==> src/rtl/neuron_seq_pkg.sv <==
// -----------------------------------------------------------------------------
// neuron_seq_pkg
//
// Shared types and width helpers for the time-multiplexed LUT neuron
// sequencer (neuron_lut_sequencer) and its table store (neuron_seq_tables).
//
// Contents:
//   seq_state_e       sequencer state: IDLE -> RUN -> HOLD -> IDLE
//   CFG_TT / CFG_CONN cfg_sel encodings (truth table / connectivity table)
//   idx_width()       bits needed to index one input activation bit
//   conn_width()      width of one connectivity word (FANIN packed indices)
// -----------------------------------------------------------------------------
package neuron_seq_pkg;

    typedef enum logic [1:0] {
        IDLE = 2'd0,
        RUN  = 2'd1,
        HOLD = 2'd2
    } seq_state_e;

    localparam logic CFG_TT   = 1'b0;
    localparam logic CFG_CONN = 1'b1;

    // A single-bit input vector still needs a 1-bit index field.
    function automatic int idx_width(input int in_bits);
        return (in_bits > 1) ? $clog2(in_bits) : 1;
    endfunction

    function automatic int conn_width(input int fanin, input int in_bits);
        return fanin * idx_width(in_bits);
    endfunction

endpackage

==> src/rtl/neuron_seq_tables.sv <==
// -----------------------------------------------------------------------------
// neuron_seq_tables
//
// The two configuration stores shared by all neurons of the layer. Each is a
// simple dual-port distributed RAM: one write port driven by the config path
// and one registered (synchronous) read port driven by the pipeline.
//
// Ports:
//   clk           clock
//   tt_we_i       truth-table write enable
//   tt_waddr_i    truth-table write address {neuron, pattern}
//   tt_wdata_i    truth-table write data (OUT_BITS)
//   tt_raddr_i    truth-table read address {neuron, pattern}
//   tt_rdata_o    truth-table read data, valid the cycle after tt_raddr_i
//   conn_we_i     connectivity write enable
//   conn_waddr_i  connectivity write address (neuron)
//   conn_wdata_i  connectivity word, FANIN packed input indices
//   conn_raddr_i  connectivity read address (neuron)
//   conn_rdata_o  connectivity read data, valid the cycle after conn_raddr_i
// -----------------------------------------------------------------------------
module neuron_seq_tables #(
    parameter int NEURONS  = 16,
    parameter int FANIN    = 6,
    parameter int OUT_BITS = 2,
    parameter int CONN_W   = 36
) (
    input  logic                              clk,
    input  logic                              tt_we_i,
    input  logic [$clog2(NEURONS)+FANIN-1:0]  tt_waddr_i,
    input  logic [OUT_BITS-1:0]               tt_wdata_i,
    input  logic [$clog2(NEURONS)+FANIN-1:0]  tt_raddr_i,
    output logic [OUT_BITS-1:0]               tt_rdata_o,
    input  logic                              conn_we_i,
    input  logic [$clog2(NEURONS)-1:0]        conn_waddr_i,
    input  logic [CONN_W-1:0]                 conn_wdata_i,
    input  logic [$clog2(NEURONS)-1:0]        conn_raddr_i,
    output logic [CONN_W-1:0]                 conn_rdata_o
);

    localparam int TT_DEPTH = NEURONS << FANIN;

    logic [OUT_BITS-1:0] tt_mem   [TT_DEPTH];
    logic [CONN_W-1:0]   conn_mem [NEURONS];
    logic [OUT_BITS-1:0] tt_rdata_q;
    logic [CONN_W-1:0]   conn_rdata_q;

    // NOTE: the arrays and their read registers have no reset. Table contents
    // must survive a sequencer reset, and a reset on a RAM array prevents it
    // from mapping onto distributed memory.
    always_ff @(posedge clk) begin
        if (tt_we_i) begin
            tt_mem[tt_waddr_i] <= tt_wdata_i;
        end
        tt_rdata_q <= tt_mem[tt_raddr_i];
    end

    always_ff @(posedge clk) begin
        if (conn_we_i) begin
            conn_mem[conn_waddr_i] <= conn_wdata_i;
        end
        conn_rdata_q <= conn_mem[conn_raddr_i];
    end

    assign tt_rdata_o   = tt_rdata_q;
    assign conn_rdata_o = conn_rdata_q;

endmodule

==> src/rtl/neuron_lut_sequencer.sv <==
// -----------------------------------------------------------------------------
// neuron_lut_sequencer
//
// Evaluates NEURONS LogicNets-style LUT neurons of one layer by stepping a
// single shared truth-table store through them one per cycle. An accepted
// input vector is latched, then a 3-stage pipeline runs per neuron:
//   S0  read the neuron's connectivity word (FANIN input indices)
//   S1  gather the indexed input bits into a truth-table address and read
//       the truth table at {neuron, address}
//   S2  write the OUT_BITS result into the neuron's slice of out_data
// When the last slice has been written the block enters HOLD and presents
// out_data until the downstream handshake.
//
// Ports:
//   clk, rst_n        clock, synchronous active-low reset
//   in_valid/in_ready input vector handshake (in_ready only in IDLE)
//   in_data           packed input activations
//   out_valid/out_ready output vector handshake (out_valid only in HOLD)
//   out_data          neuron n result at [n*OUT_BITS +: OUT_BITS]
//   cfg_we            table write strobe, honoured only while idle
//   cfg_sel           CFG_TT: truth table, CFG_CONN: connectivity table
//   cfg_addr          CFG_TT: {neuron, pattern}; CFG_CONN: neuron in low bits
//   cfg_data          CFG_TT: low OUT_BITS; CFG_CONN: index k at [k*W +: W]
//   cfg_err           one-cycle pulse after a write rejected while busy
//   busy              high outside IDLE
//
// Build option NEURON_SEQ_PERF_CNT_EN adds:
//   perf_samples      output handshakes, wrapping 32-bit count
//   perf_stall        HOLD cycles with out_ready low, saturating 32-bit count
// -----------------------------------------------------------------------------
module neuron_lut_sequencer
    import neuron_seq_pkg::*;
#(
    parameter int IN_BITS  = 64,
    parameter int FANIN    = 6,
    parameter int OUT_BITS = 2,
    parameter int NEURONS  = 16
) (
    input  logic                                  clk,
    input  logic                                  rst_n,
    input  logic                                  in_valid,
    output logic                                  in_ready,
    input  logic [IN_BITS-1:0]                    in_data,
    output logic                                  out_valid,
    input  logic                                  out_ready,
    output logic [NEURONS*OUT_BITS-1:0]           out_data,
    input  logic                                  cfg_we,
    input  logic                                  cfg_sel,
    input  logic [$clog2(NEURONS)+FANIN-1:0]      cfg_addr,
    input  logic [conn_width(FANIN, IN_BITS)-1:0] cfg_data,
    output logic                                  cfg_err,
    output logic                                  busy
`ifdef NEURON_SEQ_PERF_CNT_EN
    ,
    output logic [31:0]                           perf_samples,
    output logic [31:0]                           perf_stall
`endif
);

    localparam int NW = $clog2(NEURONS);
    localparam int IW = idx_width(IN_BITS);
    localparam int CW = conn_width(FANIN, IN_BITS);
    localparam logic [NW-1:0] LAST_N = NW'(NEURONS - 1);

    seq_state_e                  state_q;
    logic [IN_BITS-1:0]          in_q;
    logic [NW-1:0]               cnt_q;
    logic                        issuing_q;
    logic                        s1_valid_q;
    logic [NW-1:0]               s1_n_q;
    logic                        s2_valid_q;
    logic [NW-1:0]               s2_n_q;
    logic                        last_done_q;
    logic                        in_ready_q;
    logic                        out_valid_q;
    logic                        busy_q;
    logic                        cfg_err_q;
    logic [NEURONS*OUT_BITS-1:0] out_data_q;

    logic [CW-1:0]               conn_rdata;
    logic [OUT_BITS-1:0]         tt_rdata;
    logic [FANIN-1:0]            gather_addr_d;
    logic                        cfg_take_d;
    logic                        tt_we_d;
    logic                        conn_we_d;

    // Writes are only taken while idle; an accept in the same cycle is fine
    // because the first table read happens on the following cycle.
    assign cfg_take_d = cfg_we & ~busy_q;
    assign tt_we_d    = cfg_take_d & (cfg_sel == CFG_TT);
    assign conn_we_d  = cfg_take_d & (cfg_sel == CFG_CONN);

    // S1 gather: address bit k is the input bit named by index k. Indices
    // beyond the vector fall back to bit 0.
    // NOTE: every output of a combinational block gets a default first, so a
    // path that skips an assignment cannot infer a latch.
    always_comb begin
        gather_addr_d = '0;
        for (int k = 0; k < FANIN; k++) begin
            if (int'(conn_rdata[k*IW +: IW]) < IN_BITS) begin
                gather_addr_d[k] = in_q[conn_rdata[k*IW +: IW]];
            end else begin
                gather_addr_d[k] = in_q[0];
            end
        end
    end

    neuron_seq_tables #(
        .NEURONS  (NEURONS),
        .FANIN    (FANIN),
        .OUT_BITS (OUT_BITS),
        .CONN_W   (CW)
    ) u_tables (
        .clk          (clk),
        .tt_we_i      (tt_we_d),
        .tt_waddr_i   (cfg_addr),
        .tt_wdata_i   (cfg_data[OUT_BITS-1:0]),
        .tt_raddr_i   ({s1_n_q, gather_addr_d}),
        .tt_rdata_o   (tt_rdata),
        .conn_we_i    (conn_we_d),
        .conn_waddr_i (cfg_addr[NW-1:0]),
        .conn_wdata_i (cfg_data),
        .conn_raddr_i (cnt_q),
        .conn_rdata_o (conn_rdata)
    );

    // FSM, issue counter and pipeline valids. S0 is the connectivity read
    // issued from cnt_q; s1_* tags the connectivity data, s2_* tags the
    // truth-table data. HOLD is entered the cycle after the last slice lands,
    // which places out_valid NEURONS+3 cycles after the accepting edge.
    // NOTE: all state below uses non-blocking assignments so each register
    // samples the pre-edge value of every other register.
    always_ff @(posedge clk) begin
        if (!rst_n) begin
            state_q     <= IDLE;
            in_ready_q  <= 1'b1;
            out_valid_q <= 1'b0;
            busy_q      <= 1'b0;
            cfg_err_q   <= 1'b0;
            out_data_q  <= '0;
            cnt_q       <= '0;
            issuing_q   <= 1'b0;
            s1_valid_q  <= 1'b0;
            s2_valid_q  <= 1'b0;
            last_done_q <= 1'b0;
        end else begin
            cfg_err_q   <= cfg_we & busy_q;

            s1_valid_q  <= issuing_q;
            s1_n_q      <= cnt_q;
            s2_valid_q  <= s1_valid_q;
            s2_n_q      <= s1_n_q;
            last_done_q <= s2_valid_q && (s2_n_q == LAST_N);

            if (s2_valid_q) begin
                out_data_q[s2_n_q*OUT_BITS +: OUT_BITS] <= tt_rdata;
            end

            unique case (state_q)
                IDLE: begin
                    if (in_valid) begin
                        in_q       <= in_data;
                        cnt_q      <= '0;
                        issuing_q  <= 1'b1;
                        state_q    <= RUN;
                        in_ready_q <= 1'b0;
                        busy_q     <= 1'b1;
                    end
                end
                RUN: begin
                    if (issuing_q) begin
                        cnt_q <= cnt_q + 1'b1;
                        if (cnt_q == LAST_N) begin
                            issuing_q <= 1'b0;
                        end
                    end
                    if (last_done_q) begin
                        state_q     <= HOLD;
                        out_valid_q <= 1'b1;
                    end
                end
                HOLD: begin
                    if (out_ready) begin
                        state_q     <= IDLE;
                        out_valid_q <= 1'b0;
                        in_ready_q  <= 1'b1;
                        busy_q      <= 1'b0;
                    end
                end
                default: begin
                    state_q     <= IDLE;
                    out_valid_q <= 1'b0;
                    in_ready_q  <= 1'b1;
                    busy_q      <= 1'b0;
                end
            endcase
        end
    end

    assign in_ready  = in_ready_q;
    assign out_valid = out_valid_q;
    assign out_data  = out_data_q;
    assign cfg_err   = cfg_err_q;
    assign busy      = busy_q;

`ifdef NEURON_SEQ_PERF_CNT_EN
    logic [31:0] perf_samples_q;
    logic [31:0] perf_stall_q;

    always_ff @(posedge clk) begin
        if (!rst_n) begin
            perf_samples_q <= '0;
            perf_stall_q   <= '0;
        end else if (state_q == HOLD) begin
            if (out_ready) begin
                perf_samples_q <= perf_samples_q + 32'd1;
            end else if (perf_stall_q != '1) begin
                perf_stall_q <= perf_stall_q + 32'd1;
            end
        end
    end

    assign perf_samples = perf_samples_q;
    assign perf_stall   = perf_stall_q;
`endif

endmodule

==> config.mk <==
export PLATFORM = sky130hd
export DESIGN_NAME = neuron_lut_sequencer
export DESIGN_NICKNAME = d
export VERILOG_FILES = /design/src/rtl/neuron_seq_pkg.sv /design/src/rtl/neuron_seq_tables.sv /design/src/rtl/neuron_lut_sequencer.sv
export SDC_FILE = /design/constraint.sdc
export NUM_CORES = 2
export LEC_CHECK = 0
export ABC_CLOCK_PERIOD_IN_PS = 9900
export BUFFER_PORTS_ARGS = -buffer_cell sky130_fd_sc_hd__clkbuf_2
export CORE_AREA = 2 2 628 474
export DETAILED_ROUTE_END_ITERATION = 10
export DIE_AREA = 0 0 630 476
export PLACE_DENSITY = 0.57
export REMOVE_ABC_BUFFERS = 1
export SLEW_MARGIN = 20
export SYNTH_ARGS = -nofsm -noshare
export SYNTH_HDL_FRONTEND = slang
export SYNTH_SLANG_ARGS = --single-unit
==> constraint.sdc <==
create_clock -name clk -period 9.9 [get_ports clk]
set_clock_uncertainty 0.05 [all_clocks]
set_input_delay 0.99 -clock clk [delete_from_list [all_inputs] [get_ports clk]]
set_output_delay 0.99 -clock clk [all_outputs]
set_load 0.1 [all_outputs]
==> metrics <==
share of cells above drive strength 1=13.64%; pwr/cell area=194.2 mW/mm2; routed len/inst=25.71 um; leading area contributor after synthesis=edfxtp_1; Synth cell types=58; Syn Area/Cell=14.07 um2; Util after Layout=43.42%; CTS sink count=2,780; RePlAce Congestion=0.8391; largest net degree at the start of global routing=227; Post-synth EDFFs=2,696; Worst-path clk slew=60 ps; Post-DP Area=0.1191 mm2; # setup viols final=0; endpoints failing hold=0; slowest CP cell=dfxtp_1; Detailed Place HPWL=173.2 mm; Max Freq=151.4 MHz; fin area=0.1278 mm2; row cnt=173; Cell Chain, Critical Path=mux4_2 > mux2i_1 > a221oi_1 > a22o_4 > buf_12 > buf_4 > mux2i_1 > a32oi_1 > a31oi_1 > or4_1 > nor4_1 > nor3_1 > nor4_1; top cells by count, synth=edfxtp_1 (2,696), nand2_1 (1,493), nor2_1 (1,071); GRT Residual Overflow=0; Slew headroom=22.69%; synth warn=0; first-pass GRT wire length=456.8 mm; most frequent cell after synthesis=edfxtp_1; total negative slack=0 ps; Initial Utilization=38.74%; ranking of synthesized cells by area=edfxtp_1 (71%), mux4_2 (5.7%), nand2_1 (4.9%); post-route ant nets=0; via count=69,219; fin crit period=6603 ps; setup repair bufs after CTS=0; WL met2=144.7 mm; Remaining DRCs=0; M1 WL=137.0 mm; post-synth top area share=70.98%; cts repair resizes=0; Crit Path Max Fanout=75; chip height=476 um; DIE AREA=0.2999 mm2; cells after synthesis=8,107; Clk Latency, worst-skew pair=840 ps; vias in the first global route=67,620; Routed Wire Length=314.6 mm; asr flop ratio synth=0%; final net count=8,210; fillers=26,382; final worst slack=3297 ps; Top Ports=152; r2r startpoint=u_tables.conn_rdata_o[2]$_DFF_P_; ratio of final minimum period to clock period=66.70%; Hold EP=in_q[29]$_DFFE_PP_; worst hold start=in_data[29]; Max Cap Viol=0; delay-heaviest family, CP=simple AND/OR/NAND/NOR gates; core area=0.2944 mm2; mapped cell area=0.1141 mm2; CP Launch Type=flip-flop; initial antenna violation count=32; Critical Path RT=10,560 ps; # hold bufs at CTS=0; Buf/Inv on CP=2; top layer in use=met5; reg2reg path depth=13; RSZ-0062 raised after global routing=false; cell count of the worst hold path=1; Vias/cell=5.657; Crit Path Category=reg -> reg; Tot GR Track Use=20.51%; flop-to-flop setup slack=3300 ps; met3 wire length=25.24 mm; Seq/Total Area, Yosys=72.45%; Die Width=630 um; status=complete, no violations; Slew Viols, Final=0; Post-synth top flop=edfxtp_1; root buf cell=clkbuf_16; Setup crit end kind=flip-flop; Num CTS Buffers=279; Max H-tree Level=5; worst slew pin tran=1156 ps; Pre-Repair DR Iteration Count=8; critical path data arrival time=7270 ps; port bufs=151; Hold Path Class=in -> reg; Area growth, synth to finish=12.07%; largest stage delay on the critical path=920 ps; CTS tree=done; Lkg Pwr=40.20 nW; clock buffer depth=4; RR Endpoint=u_tables.tt_rdata_o[1]$_DFF_P_; post-synthesis register bit count=2,780; worst slack, placed=3472 ps; Finished Layout Cells=12,237; placed cells=11,745; maximum vdd drop=0.0001972 V; initial drt markers=8,506
[area by class of cell]
type	count	area, um2	share of cell area, %
Tap cell	3937	4926	3.854
Antenna cell	3	7.507	0.005873
Timing Repair Buffer	325	2290	1.791
Sequential cell	2780	82650	64.66
Multi-Input combinational cell	4691	29240	22.87
Clock buffer	351	7486	5.856
Inverter	13	48.80	0.03817
Clock inverter	137	1180	0.9230
[registers in the layout (all words and copies together), names as in the netlist, 2 cells and up]
signal / count
out_data: 32
u_tables.conn_mem: 576
u_tables.conn_rdata_o: 36
s2_n_q: 4
s1_n_q: 4
in_q: 64
state_q: 2
u_tables.tt_mem: 2048
cnt_q: 4
u_tables.tt_rdata_o: 2
[cell families (layout without fill, tap and decap cells)]
group	count (synthesis)	count (layout)	share of synthesized area, %
adders and majority gates	4	4	0.04388
xor gates and xnor gates	2	2	0.01536
buffers and inverters	636	826	2.269
AOI/OAI and AO/OA	612	612	3.735
DFF	2780	2780	72.45
other	0	3	0
and+or+nand+nor	3417	3417	12.47
muxes	656	656	9.014
[layer usage]
metal | up-vias | GRT usage (%)
met4 | 14 | 5.121
met5 | - | 0
met2 | 2855 | 32.45
met3 | 489 | 3.525
met1 | 35683 | 29.50
li1 | 30178 | -
[cells in the final DEF (no fill, tap or decap), drive strengths merged, types with 56 or more instances in the layout]
master	instances
dfxtp	84
mux4	290
nand2	1493
buf	176
mux2i	297
nor2b	56
nand3	588
nand4	59
a21oi	138
mux2	69
clkinv	104
o21ai	70
a32oi	120
a31oi	145
edfxtp	2696
nor2	1071
clkbuf	500
[metrics by stage]
stage	hold slack, ps	power, W
6_report	270.1	0.02483
5_1_grt	228.7	0.02555
4_1_cts	212.8	0.02498
3_5_place_dp	409.2	0.01479
3_3_place_gp	402.1	0.01477
2_1_floorplan	361.8	0.01475
[power by group]
group	leakage (nW)	internal [W]	switching, W
logic	11.0	0.000443	0.00111
registers	25.0	0.0129	0.0000604
clock network	4.21	0.00587	0.00440
total	40.2	0.0193	0.00558
[how the worst max path moves through the flow]
stage,startpoint,to,cells past startpoint
6_report,u_tables.conn_rdata_o[2]$_DFF_P_,u_tables.tt_rdata_o[1]$_DFF_P_,13
3_3_place_gp,u_tables.conn_rdata_o[24]$_DFF_P_,u_tables.tt_rdata_o[0]$_DFF_P_,12
4_1_cts,u_tables.conn_rdata_o[2]$_DFF_P_,u_tables.tt_rdata_o[1]$_DFF_P_,13
2_1_floorplan,u_tables.conn_rdata_o[2]$_DFF_P_,u_tables.tt_rdata_o[0]$_DFF_P_,11
3_5_place_dp,u_tables.conn_rdata_o[2]$_DFF_P_,u_tables.tt_rdata_o[0]$_DFF_P_,15
5_1_grt,u_tables.conn_rdata_o[2]$_DFF_P_,u_tables.tt_rdata_o[1]$_DFF_P_,13
No activity file was read; power rests on OpenSTA's default activity.
